==> src/rtl/arbitro_pkg.sv <==
// Shared types and helpers for the two-client add/subtract arbiter.
package arbitro_pkg;

    localparam logic OP_ADD = 1'b0;
    localparam logic OP_SUB = 1'b1;

    typedef enum logic [1:0] {
        IDLE = 2'd0,
        CALC = 2'd1,
        HOLD = 2'd2
    } state_t;

    typedef logic [0:0] client_t;

    localparam client_t CLIENT0 = 1'b0;
    localparam client_t CLIENT1 = 1'b1;

    // On a tie the client that was not granted last wins.
    function automatic client_t pick_winner(input logic r0, input logic r1, input client_t last);
        client_t w;
        if (r0 && r1) begin
            w = client_t'(~last);
        end else if (r0) begin
            w = CLIENT0;
        end else begin
            w = CLIENT1;
        end
        return w;
    endfunction

endpackage

==> src/rtl/sumador_restador_w.sv <==
// Combinational WIDTH-bit adder/subtractor; subtract is A + ~B + 1, so c is NOT borrow.
module sumador_restador_w #(
    parameter int WIDTH = 4
) (
    input  logic [WIDTH-1:0] a,
    input  logic [WIDTH-1:0] b,
    input  logic             op,
    output logic [WIDTH-1:0] s,
    output logic             c
);

    logic [WIDTH:0] sum_s;

    assign sum_s = {1'b0, a} + {1'b0, b ^ {WIDTH{op}}} + {{WIDTH{1'b0}}, op};
    assign {c, s} = sum_s;

endmodule

==> src/rtl/arbitro_sumador_restador.sv <==
// Round-robin scheduler sharing one adder/subtractor between two clients,
// with per-client registered results held until acknowledged.
module arbitro_sumador_restador
    import arbitro_pkg::*;
#(
    parameter int WIDTH = 4
) (
    input  logic             clk,
    input  logic             rst_n,
    input  logic             req0,
    input  logic             req1,
    input  logic             op0,
    input  logic             op1,
    input  logic [WIDTH-1:0] a0,
    input  logic [WIDTH-1:0] a1,
    input  logic [WIDTH-1:0] b0,
    input  logic [WIDTH-1:0] b1,
    output logic             gnt0,
    output logic             gnt1,
    output logic             vld0,
    output logic             vld1,
    output logic [WIDTH-1:0] res0,
    output logic [WIDTH-1:0] res1,
    output logic             c0,
    output logic             c1,
    input  logic             ack0,
    input  logic             ack1
);

    state_t           state_r, state_nxt_s;
    client_t          last_gnt_r, win_r, gsel_s;
    logic             op_r;
    logic [WIDTH-1:0] a_r, b_r, sum_s;
    logic             carry_s, ack_win_s;
    logic             grant_s, load_s, clear_s;
    logic             gnt0_r, gnt1_r, vld0_r, vld1_r, c0_r, c1_r;
    logic [WIDTH-1:0] res0_r, res1_r;

    assign gsel_s = pick_winner(req0, req1, last_gnt_r);

    sumador_restador_w #(.WIDTH(WIDTH)) u_dp (
        .a  (a_r),
        .b  (b_r),
        .op (op_r),
        .s  (sum_s),
        .c  (carry_s)
    );

    // Only the current winner's ack can release HOLD.
    always_comb begin
        if (win_r == CLIENT0) begin
            ack_win_s = ack0;
        end else begin
            ack_win_s = ack1;
        end
    end

    // State register.
    always_ff @(posedge clk or negedge rst_n) begin
        if (!rst_n) begin
            state_r <= IDLE;
        end else begin
            state_r <= state_nxt_s;
        end
    end

    // Next-state logic.
    always_comb begin
        state_nxt_s = state_r;
        case (state_r)
            IDLE: begin
                if (req0 || req1) begin
                    state_nxt_s = CALC;
                end else begin
                    state_nxt_s = IDLE;
                end
            end
            CALC: state_nxt_s = HOLD;
            HOLD: begin
                if (ack_win_s) begin
                    state_nxt_s = IDLE;
                end else begin
                    state_nxt_s = HOLD;
                end
            end
            default: state_nxt_s = IDLE;
        endcase
    end

    // Per-state control strobes.
    always_comb begin
        grant_s = 1'b0;
        load_s  = 1'b0;
        clear_s = 1'b0;
        case (state_r)
            IDLE:    grant_s = req0 || req1;
            CALC:    load_s  = 1'b1;
            HOLD:    clear_s = ack_win_s;
            default: grant_s = 1'b0;
        endcase
    end

    // Operand capture, winner and round-robin pointer, all updated only on a grant.
    always_ff @(posedge clk or negedge rst_n) begin
        if (!rst_n) begin
            op_r       <= 1'b0;
            a_r        <= {WIDTH{1'b0}};
            b_r        <= {WIDTH{1'b0}};
            win_r      <= CLIENT0;
            last_gnt_r <= CLIENT1;
        end else if (grant_s) begin
            if (gsel_s == CLIENT0) begin
                op_r <= op0;
                a_r  <= a0;
                b_r  <= b0;
            end else begin
                op_r <= op1;
                a_r  <= a1;
                b_r  <= b1;
            end
            win_r      <= gsel_s;
            last_gnt_r <= gsel_s;
        end else begin
            op_r       <= op_r;
            a_r        <= a_r;
            b_r        <= b_r;
            win_r      <= win_r;
            last_gnt_r <= last_gnt_r;
        end
    end

    // One-cycle grant pulses.
    always_ff @(posedge clk or negedge rst_n) begin
        if (!rst_n) begin
            gnt0_r <= 1'b0;
            gnt1_r <= 1'b0;
        end else begin
            gnt0_r <= grant_s && (gsel_s == CLIENT0);
            gnt1_r <= grant_s && (gsel_s == CLIENT1);
        end
    end

    // Client 0 result registers.
    always_ff @(posedge clk or negedge rst_n) begin
        if (!rst_n) begin
            vld0_r <= 1'b0;
            res0_r <= {WIDTH{1'b0}};
            c0_r   <= 1'b0;
        end else if (load_s && (win_r == CLIENT0)) begin
            vld0_r <= 1'b1;
            res0_r <= sum_s;
            c0_r   <= carry_s;
        end else if (clear_s && (win_r == CLIENT0)) begin
            vld0_r <= 1'b0;
        end else begin
            vld0_r <= vld0_r;
        end
    end

    // Client 1 result registers.
    always_ff @(posedge clk or negedge rst_n) begin
        if (!rst_n) begin
            vld1_r <= 1'b0;
            res1_r <= {WIDTH{1'b0}};
            c1_r   <= 1'b0;
        end else if (load_s && (win_r == CLIENT1)) begin
            vld1_r <= 1'b1;
            res1_r <= sum_s;
            c1_r   <= carry_s;
        end else if (clear_s && (win_r == CLIENT1)) begin
            vld1_r <= 1'b0;
        end else begin
            vld1_r <= vld1_r;
        end
    end

    assign gnt0 = gnt0_r;
    assign gnt1 = gnt1_r;
    assign vld0 = vld0_r;
    assign vld1 = vld1_r;
    assign res0 = res0_r;
    assign res1 = res1_r;
    assign c0   = c0_r;
    assign c1   = c1_r;

endmodule
==> config.mk <==
export PLATFORM = sky130hd
export DESIGN_NAME = arbitro_sumador_restador
export DESIGN_NICKNAME = d
export VERILOG_FILES = /design/src/rtl/arbitro_pkg.sv /design/src/rtl/sumador_restador_w.sv /design/src/rtl/arbitro_sumador_restador.sv
export SDC_FILE = /design/constraint.sdc
export NUM_CORES = 1
export LEC_CHECK = 0
export CAP_MARGIN = 20
export CELL_PAD_IN_SITES_DETAIL_PLACEMENT = 0
export CELL_PAD_IN_SITES_GLOBAL_PLACEMENT = 1
export CORE_MARGIN = 3
export CORE_UTILIZATION = 39
export CTS_CLUSTER_DIAMETER = 60
export DETAILED_ROUTE_END_ITERATION = 12
export GPL_ROUTABILITY_DRIVEN = 0
export PLACE_DENSITY = 0.87
export SYNTH_ARGS = -nofsm -noshare
export SYNTH_HDL_FRONTEND = slang
export SYNTH_SLANG_ARGS = --single-unit
==> constraint.sdc <==
create_clock -name clk -period 3 [get_ports clk]
set_clock_uncertainty 0.2 [all_clocks]
set_input_delay 0.45 -clock clk [delete_from_list [all_inputs] [get_ports clk]]
set_output_delay 0.45 -clock clk [all_outputs]
set_load 0.02 [all_outputs]
* After elaboration in Yosys (flattened, before gate mapping)
Index checks and enable logic that the tools add are counted.
** Storage, ports and cells
- Register bits :: 27
- Word-level logic and storage cells :: 49
** Cells by class
- $add $sub $neg :: 2
- Equal/unequal tests :: 2
- Muxes and demuxes :: 16
- Bitwise gates (word level) :: 4
- Reductions and logical operators :: 11
** Operator list (number)
- $mux 1 :: 12
- $mux 4 :: 2
- $logic_and 1x1->1 :: 7
- $pmux 2 s3 :: 1
- $add 4x4->5 :: 1
- $add 5x1->5 :: 1
- $reduce_bool 2->1 :: 2
- $xor 4x4->4 :: 1
- $not 1->1 :: 3
- $eq 2x1->1 const B :: 1
- $eq 2x2->1 const B :: 1
- $logic_not 2->1 :: 1
- $mux 2 :: 1
- $logic_or 1x1->1 :: 1

* Depth between registers and ports, before layout
Gate-level depths: netlist of run 1.
- Depth after elaboration :: 5
- Gate-level depth with buffers :: 6
- Gate-level depth less buffers :: 5

* Cells and area by module
From an unflattened synthesis of run 1, not the netlist that was laid out.
** Unflattened totals
- Cells, all modules :: 102
- Area total of the unflattened synthesis :: 1286.2 um^2
** By module, submodules not included
- arbitro_sumador_restador :: instances 1, cells an instance 82, area each 1106.1 um^2, sequential area each 676.9 um^2
- sumador_restador_w :: instances 1, cells an instance 20, area each 180.2 um^2, sequential area each 0.0 um^2

* Worst setup path after synthesis of run 1
Ideal clock, no wire load.
- Kind :: flip-flop to flip-flop
- Start point :: reg op_r
- End point :: reg res0_r[3], in the netlist res0[3]
- Setup time :: 0.069 ns
- Arrival time :: 1.585 ns
- Required time :: 2.731 ns
- Slack :: 1.146 ns
- Stages on the path, launching flop included :: 7
- Buffers on the path :: 1
- Period minus slack after synthesis :: 1.854 ns
- Cell sequence :: dfrtp_1 > xor2_1 > ha_1 > clkbuf_1 > a21o_1 > a311o_1 > nand3_1
** Between the ends
- Cells in the longest elaborated chain, start to end :: 3
** RTL lines
- start: declaration :: line arbitro_sumador_restador.sv:32 : logic op_r;
- start signal: assignment :: line arbitro_sumador_restador.sv:113 : op_r <= op0;
- start signal: assignment :: line arbitro_sumador_restador.sv:117 : op_r <= op1;
- start signal: assignment :: line arbitro_sumador_restador.sv:124 : op_r <= op_r;
- $xor 4x4->4 :: line sumador_restador_w.sv:14 : assign sum_s = {1'b0, a} + {1'b0, b ^ {WIDTH{op}}} + {{WIDTH{1'b0}}, op};
- $add 4x4->5 :: line sumador_restador_w.sv:14
- $add 5x1->5 * :: line sumador_restador_w.sv:14
- end signal: assignment :: line arbitro_sumador_restador.sv:147 : res0_r <= {WIDTH{1'b0}};
- end signal: assignment :: line arbitro_sumador_restador.sv:151 : res0_r <= sum_s;
- end: declaration :: line arbitro_sumador_restador.sv:37 : logic [WIDTH-1:0] res0_r, res1_r;
Every way passes the cells marked *; elsewhere a longest branch is shown, timed or not.
A chain may end at the register's enable or synchronous reset.

* Worst setup path in the final report of run 1
Same ends and word-level chain as after synthesis.

==> results of run 1 <==
## through the flow
stage	instance area, µm²	power, mW	util, %	hold slack, ns	std cells
floorplan	1364	1.509	-	-0.04559	117
global placement	1753	1.805	54.73	0.2595	192
detailed placement	1753	1.863	54.73	0.2697	192
CTS	1783	2.031	55.66	0.2781	196
global route	1783	2.194	55.66	0.2933	196
finish	1783	2.011	55.66	0.2738	196
## power breakdown
group | switching, mW | internal (mW)
Sequential | 0.167 | 0.541
Clock | 0.112 | 0.0510
Combinational | 0.566 | 0.575
Total | 0.845 | 1.17
## routing by layer
metal / vias up / GRT usage (%) / share of wire [%]
met5: - / 0 / 0
met4: 0 / 2.332 / 0
met3: 0 / 2.393 / 5.5
met2: 39 / 26.31 / 49
met1: 486 / 19.05 / 46
li1: 506 / - / -
## final timing paths
path	end	slack [ns]	cells after the start
max reg2reg	res0[3]$_DFFE_PN0P_	0.96	5
min	c0$_DFFE_PN0P_	0.27	2
max in group asynchronous	last_gnt_r$_DFFE_PN1P_	2.03	2
min reg2reg	res1[2]$_DFFE_PN0P_	0.30	2
max	res0[3]$_DFFE_PN0P_	0.96	5
min in group clk	res1[2]$_DFFE_PN0P_	0.30	2
## synthesized netlist by cell type, types with 3 or more instances
master     n
ha_1       3
dfrtp_1   26
a221o_1    9
a21o_1     4
a21boi_1   8
buf_2      4
o21ai_0    6
nor2_1     4
nand4_1    3
nand2_1    6
inv_1      4
xor2_1     3
a21oi_1    8
## critical path, cell delays in order (launching register included)
cell	delay [ns]
dfrtp_1	0.49
xor2_1	0.19
ha_1	0.34
nor4b_1	0.51
nand4_1	0.16
nand3_1	0.11
## registers in the layout, summed over array words and instances (netlist names), 2 cells and up
register and count:
res1 4, a_r 4, b_r 4, state_r 2
res0 4
## layout make-up
class | count | share of cell area, %
Tap cell | 44 | 3.088
Clock buffer | 3 | 1.263
Timing Repair Buffer | 39 | 21.61
Sequential cell | 27 | 37.96
Clock inverter | 1 | 0.4211
Multi-Input combinational cell | 78 | 34.81
Inverter | 4 | 0.8421
## logic make-up after synthesis
logic type | synth area share [%]
AND/OR/NAND/NOR | 13.21
multiplexers | 3.028
flip-flops | 49.63
buffers and inverters | 4.861
AO/OA/AOI/OAI | 21.84
XOR/XNOR | 3.212
adder cells (fa/ha/maj) | 4.221
==> flow_results.xml, run 1 <==
<?xml version="1.0" encoding="UTF-8"?>
<metrics>
  <group name="cts">
    <metric name="post-cts-setup-buffer-count" unit="">0</metric>
    <metric name="clock-root-buffer" unit="">clkbuf_4</metric>
    <metric name="cts_tree" unit="">done</metric>
    <metric name="htree_levels" unit="">1</metric>
    <metric name="inserted_clock_buffers" unit="">3</metric>
    <metric name="cts_clock_pin_slew_for_the_worst_setup_and_hold_paths" unit="ns">0.16</metric>
    <metric name="holdBufCountCts" unit="">0</metric>
    <metric name="cts-resized-gates" unit="">0</metric>
    <metric name="numClockSinks" unit="">27</metric>
    <metric name="clock_tree_buf_depth" unit="">2</metric>
    <metric name="clock_latency" unit="ns">0.33</metric>
  </group>
  <group name="timing">
    <metric name="layout_min_cycle_time" unit="ns">2.036</metric>
    <metric name="setup_total_negative_slack" unit="ns">0</metric>
    <metric name="setup_ws" unit="ns">0.9645</metric>
    <metric name="timing_max_transition_violations_final" unit="">0</metric>
    <metric name="rsz0062_at_grt" unit="">false</metric>
    <metric name="maxSlewHeadroom" unit="%">63.81</metric>
    <metric name="final_cycle_utilization_of_the_critical_path" unit="%">67.85</metric>
    <metric name="worst-slew-pin-transition" unit="ns">0.5429</metric>
    <metric name="setup_violations" unit="">0</metric>
    <metric name="timing.fmax" unit="MHz">491.3</metric>
    <metric name="timing.final.hold_violations" unit="">0</metric>
  </group>
  <group name="flow_run">
    <metric name="max_cap_violations" unit="">0</metric>
  </group>
  <group name="floorplan">
    <metric name="floorplan.rows" unit="">20</metric>
    <metric name="design.portCount" unit="">38</metric>
    <metric name="design.core.area" unit="µm²">3203</metric>
    <metric name="floorplan.initialDensity" unit="%">42.58</metric>
    <metric name="floorplan.die.height" unit="µm">65.14</metric>
    <metric name="floorplan.die.width" unit="µm">65.14</metric>
    <metric name="die_area" unit="µm²">4243</metric>
  </group>
  <group name="placement">
    <metric name="dp.final_hpwl" unit="mm">2.205</metric>
    <metric name="preCtsSetupSlack" unit="ns">0.8011</metric>
    <metric name="port_buffers" unit="">37</metric>
  </group>
  <group name="drt">
    <metric name="route.detailed.vias_per_inst" unit="">5.260</metric>
    <metric name="drt_first_iter_violations" unit="">47</metric>
    <metric name="ant_nets" unit="">0</metric>
    <metric name="drt_wl_total" unit="mm">2.834</metric>
    <metric name="detail_route.wl_per_cell" unit="µm">14.46</metric>
    <metric name="num_vias" unit="">1031</metric>
    <metric name="detail_route.drc_violations" unit="">0</metric>
    <metric name="dr.pass1.iters" unit="">4</metric>
  </group>
  <group name="critical_path">
    <metric name="endpoint_kind" unit="">flip-flop</metric>
    <metric name="path_max_fanout" unit="">5</metric>
    <metric name="worstPathRequired" unit="ns">3.08</metric>
    <metric name="cp_data_arrival_time" unit="ns">2.12</metric>
    <metric name="critical_path.startpoint" unit="">op_r$_DFFE_PN0P_</metric>
    <metric name="regToRegStartpoint" unit="">op_r$_DFFE_PN0P_</metric>
    <metric name="worstSetupStartpointType" unit="">flip-flop</metric>
    <metric name="critPathKind" unit="">flip-flop to flip-flop</metric>
  </group>
  <group name="yosys">
    <metric name="ys.flop_type" unit="">dfrtp_1</metric>
    <metric name="synth-edff-count" unit="">0</metric>
    <metric name="synth.avg_cell_area" unit="µm²">11.66</metric>
    <metric name="synth-warning-count" unit="">0</metric>
    <metric name="synth_cells" unit="">117</metric>
    <metric name="cell_taking_the_most_area_after_synthesis" unit="">dfrtp_1</metric>
    <metric name="synth_top_area_share" unit="%">47.71</metric>
    <metric name="yosys.cell_types.count" unit="">36</metric>
    <metric name="synth_nets" unit="">145</metric>
    <metric name="synth-seq-cells" unit="">27</metric>
    <metric name="netlist_area" unit="µm²">1364</metric>
    <metric name="postSynth.asyncResetShare" unit="%">100.0</metric>
    <metric name="ys_seq_area_share" unit="%">49.63</metric>
    <metric name="ys_top_cells_by_area" unit="">dfrtp_1 48%, a221o_1 6.6%, a21boi_1 4.4%</metric>
  </group>
  <group name="layout">
    <metric name="area_used_by_sequential_logic_in_the_layout" unit="µm²">676.9</metric>
    <metric name="fill_cells" unit="">319</metric>
    <metric name="multiInputGateArea" unit="µm²">620.6</metric>
    <metric name="flow.area_growth_from_synthesis" unit="%">30.73</metric>
    <metric name="layout_common_cells" unit="">37 x clkdlybuf4s50_1, 26 x dfrtp_1, 9 x a221o_1, 8 x a21oi_1, 8 x a21boi_1</metric>
    <metric name="post_route_cells_drive_above_1_share" unit="%">9.211</metric>
    <metric name="final_stage_net_count" unit="">181</metric>
    <metric name="antenna-diode-count" unit="">0</metric>
    <metric name="most_common_library_cell_in_the_layout_ignoring_fill_and_taps" unit="">clkdlybuf4s50_1</metric>
  </group>
  <group name="grt">
    <metric name="global_route_wire_length_before_repair" unit="mm">4.871</metric>
    <metric name="gr-usage-all-layers" unit="%">14.70</metric>
    <metric name="antenna_found_initial" unit="">0</metric>
    <metric name="grt_overflow_total" unit="">0</metric>
    <metric name="grt_start_max_net_pins" unit="">28</metric>
    <metric name="vias_in_the_first_global_route" unit="">1072</metric>
  </group>
  <group name="pwr">
    <metric name="power.leakage" unit="nW">0.7834</metric>
    <metric name="p_per_cell_area" unit="nW/µm²">1128</metric>
    <metric name="vdd_drop_max" unit="mV">0.4035</metric>
  </group>
  <group name="min_path">
    <metric name="hold_class" unit="">primary input to async pin</metric>
  </group>
  <group name="status">
    <metric name="run_status" unit="">finished, final reports clean</metric>
  </group>
</metrics>
(Power assumes the default switching activity.)
==> run 2: changes to the inputs <==
--- a/config.mk
+++ b/config.mk
@@ -9,11 +9,11 @@
 export CELL_PAD_IN_SITES_DETAIL_PLACEMENT = 0
 export CELL_PAD_IN_SITES_GLOBAL_PLACEMENT = 1
 export CORE_MARGIN = 3
-export CORE_UTILIZATION = 39
+export CORE_UTILIZATION = 36
 export CTS_CLUSTER_DIAMETER = 60
 export DETAILED_ROUTE_END_ITERATION = 12
 export GPL_ROUTABILITY_DRIVEN = 0
-export PLACE_DENSITY = 0.87
+export PLACE_DENSITY = 0.82
 export SYNTH_ARGS = -nofsm -noshare
 export SYNTH_HDL_FRONTEND = slang
 export SYNTH_SLANG_ARGS = --single-unit
==> constraint.sdc (replaced) <==
create_clock -name clk -period 2 [get_ports clk]
set_clock_uncertainty 0.2 [all_clocks]
set_input_delay 0.3 -clock clk [delete_from_list [all_inputs] [get_ports clk]]
set_output_delay 0.3 -clock clk [all_outputs]
set_load 0.02 [all_outputs]
==> flow_results.xml, run 2 (same netlist as run 1, synthesis figures left out) <==
<?xml version="1.0" encoding="UTF-8"?>
<metrics>
  <group name="timing">
    <metric name="timing.final.hold_violations" unit="">0</metric>
    <metric name="setup_total_negative_slack" unit="ns">0</metric>
    <metric name="final_cycle_utilization_of_the_critical_path" unit="%">96.78</metric>
    <metric name="rsz0062_at_grt" unit="">false</metric>
    <metric name="fin_hold_ws" unit="ns">0.2060</metric>
    <metric name="timing_max_transition_violations_final" unit="">0</metric>
    <metric name="worst-slew-pin-transition" unit="ns">0.4626</metric>
    <metric name="timing.fmax" unit="MHz">516.6</metric>
    <metric name="setup_violations" unit="">0</metric>
    <metric name="maxSlewHeadroom" unit="%">69.16</metric>
    <metric name="layout_min_cycle_time" unit="ns">1.936</metric>
  </group>
  <group name="cts">
    <metric name="inserted_clock_buffers" unit="">3</metric>
    <metric name="cts_tree" unit="">done</metric>
    <metric name="cts_clock_pin_slew_for_the_worst_setup_and_hold_paths" unit="ns">0.09</metric>
    <metric name="numClockSinks" unit="">27</metric>
    <metric name="clock_tree_buf_depth" unit="">2</metric>
    <metric name="htree_levels" unit="">1</metric>
    <metric name="clock-root-buffer" unit="">clkbuf_8</metric>
    <metric name="clock_latency" unit="ns">0.27</metric>
  </group>
  <group name="floorplan">
    <metric name="floorplan.die.width" unit="µm">67.55</metric>
    <metric name="design.core.area" unit="µm²">3495</metric>
    <metric name="floorplan.rows" unit="">21</metric>
    <metric name="design.portCount" unit="">38</metric>
    <metric name="floorplan.die.height" unit="µm">67.55</metric>
    <metric name="die_area" unit="µm²">4563</metric>
    <metric name="floorplan.initialDensity" unit="%">39.03</metric>
  </group>
  <group name="status">
    <metric name="run_status" unit="">finished, final reports clean</metric>
  </group>
  <group name="layout">
    <metric name="fill_cells" unit="">332</metric>
    <metric name="final_stage_net_count" unit="">186</metric>
    <metric name="layout_common_cells" unit="">37 x clkdlybuf4s50_1, 25 x dfrtp_1, 9 x a221o_1, 8 x a21boi_1, 7 x a21oi_1</metric>
    <metric name="final_core_utilization" unit="%">53.31</metric>
    <metric name="post_route_cells_drive_above_1_share" unit="%">14.65</metric>
    <metric name="antenna-diode-count" unit="">0</metric>
    <metric name="most_common_library_cell_in_the_layout_ignoring_fill_and_taps" unit="">clkdlybuf4s50_1</metric>
    <metric name="flow.area_growth_from_synthesis" unit="%">36.61</metric>
    <metric name="postLayoutCellArea" unit="µm²">1863</metric>
  </group>
  <group name="pwr">
    <metric name="power.total" unit="mW">3.225</metric>
    <metric name="power.leakage" unit="nW">0.8167</metric>
    <metric name="p_per_cell_area" unit="nW/µm²">1731</metric>
    <metric name="vdd_drop_max" unit="mV">0.5957</metric>
  </group>
  <group name="critical_path">
    <metric name="cells_along_the_critical_path" unit="">mux2_4 -&gt; fa_1 -&gt; a21o_1 -&gt; a21oi_2 -&gt; o21ai_0</metric>
    <metric name="cp_slowest_cell" unit="">dfrtp_2</metric>
    <metric name="biggest_cell_delay_along_the_critical_path" unit="ns">0.45</metric>
    <metric name="worst-path-buf-inv" unit="">0</metric>
    <metric name="worstSetupStartpointType" unit="">flip-flop</metric>
    <metric name="critPathKind" unit="">flip-flop to flip-flop</metric>
    <metric name="cpLargestDelayFamily" unit="">flip-flops</metric>
    <metric name="path_max_fanout" unit="">5</metric>
    <metric name="cp_data_arrival_time" unit="ns">1.89</metric>
    <metric name="endpoint_kind" unit="">flip-flop</metric>
    <metric name="worstPathRequired" unit="ns">1.95</metric>
  </group>
  <group name="grt">
    <metric name="global_route_wire_length_before_repair" unit="mm">4.395</metric>
    <metric name="grt_overflow_total" unit="">0</metric>
    <metric name="antenna_found_initial" unit="">0</metric>
    <metric name="grt_start_max_net_pins" unit="">28</metric>
    <metric name="vias_in_the_first_global_route" unit="">1027</metric>
    <metric name="gr-usage-all-layers" unit="%">12.57</metric>
  </group>
  <group name="drt">
    <metric name="num_vias" unit="">1065</metric>
    <metric name="drt_wl_total" unit="mm">2.726</metric>
    <metric name="drt_first_iter_violations" unit="">65</metric>
    <metric name="ant_nets" unit="">0</metric>
    <metric name="dr.pass1.iters" unit="">4</metric>
    <metric name="route.detailed.vias_per_inst" unit="">5.246</metric>
    <metric name="detail_route.drc_violations" unit="">0</metric>
    <metric name="detail_route.wl_per_cell" unit="µm">13.43</metric>
  </group>
  <group name="placement">
    <metric name="placedInstanceArea" unit="µm²">1778</metric>
    <metric name="dp.final_hpwl" unit="mm">2.131</metric>
    <metric name="port_buffers" unit="">37</metric>
  </group>
  <group name="flow_run">
    <metric name="max_cap_violations" unit="">0</metric>
  </group>
  <group name="min_path">
    <metric name="hold_class" unit="">primary input to async pin</metric>
  </group>
</metrics>
==> run 2: where the power goes <==
part | internal [mW] | total, mW | switching [mW]
Sequential | 0.816 | 1.07 | 0.254
Combinational | 0.958 | 1.85 | 0.889
Clock | 0.141 | 0.308 | 0.167
Total | 1.92 | 3.23 | 1.31
==> run 2: final cells by class <==
| class | instances | area [µm²] | area share [%] |
|---|---|---|---|
| clock buffers | 3 | 41.29 | 2.216 |
| clock inverters | 1 | 7.507 | 0.4030 |
| inverters | 4 | 15.01 | 0.8059 |
| multi-input cells | 78 | 636.9 | 34.18 |
| flip-flops and latches | 27 | 678.2 | 36.40 |
| well taps | 46 | 57.56 | 3.089 |
| repair buffers | 44 | 426.7 | 22.90 |
==> run 2: per-stage QoR <==
step                std cells  setup slack, ns
floorplan                 117           0.1461
detailed placement        197         0.007376
finish                    203          0.06437
global route              203         0.007229
global placement          197          0.09204
CTS                       203         0.008757
==> run 2: final timing paths <==
kind                                     start                      to  slack [ns]  depth (start not counted)
min in group clk           res1[0]$_DFFE_PN0P_     res1[0]$_DFFE_PN0P_        0.30                          2
max                           op_r$_DFFE_PN0P_          c1$_DFFE_PN0P_        0.06                          5
min                                      rst_n        vld0$_DFFE_PN0P_        0.21                          2
min reg2reg                res1[0]$_DFFE_PN0P_     res1[0]$_DFFE_PN0P_        0.30                          2
max in group asynchronous                rst_n  last_gnt_r$_DFFE_PN1P_        1.10                          2
max reg2reg                   op_r$_DFFE_PN0P_          c1$_DFFE_PN0P_        0.06                          5
==> run 2: what timing repair did <==
action,CTS,global route
resized for setup,0,5
setup buffers,2,0
hold buffers,0,0
pin swaps,0,3
cloned,0,0
endpoints found under the setup margin,1,4
==> run 2: per-layer routing <==
metal,wire (µm),global-route usage (%),up-vias
met1,1251,15.89,509
met2,1291,21.75,40
met4,19,3.038,0
li1,-,-,514
met5,0,0,-
met3,164,2.662,2
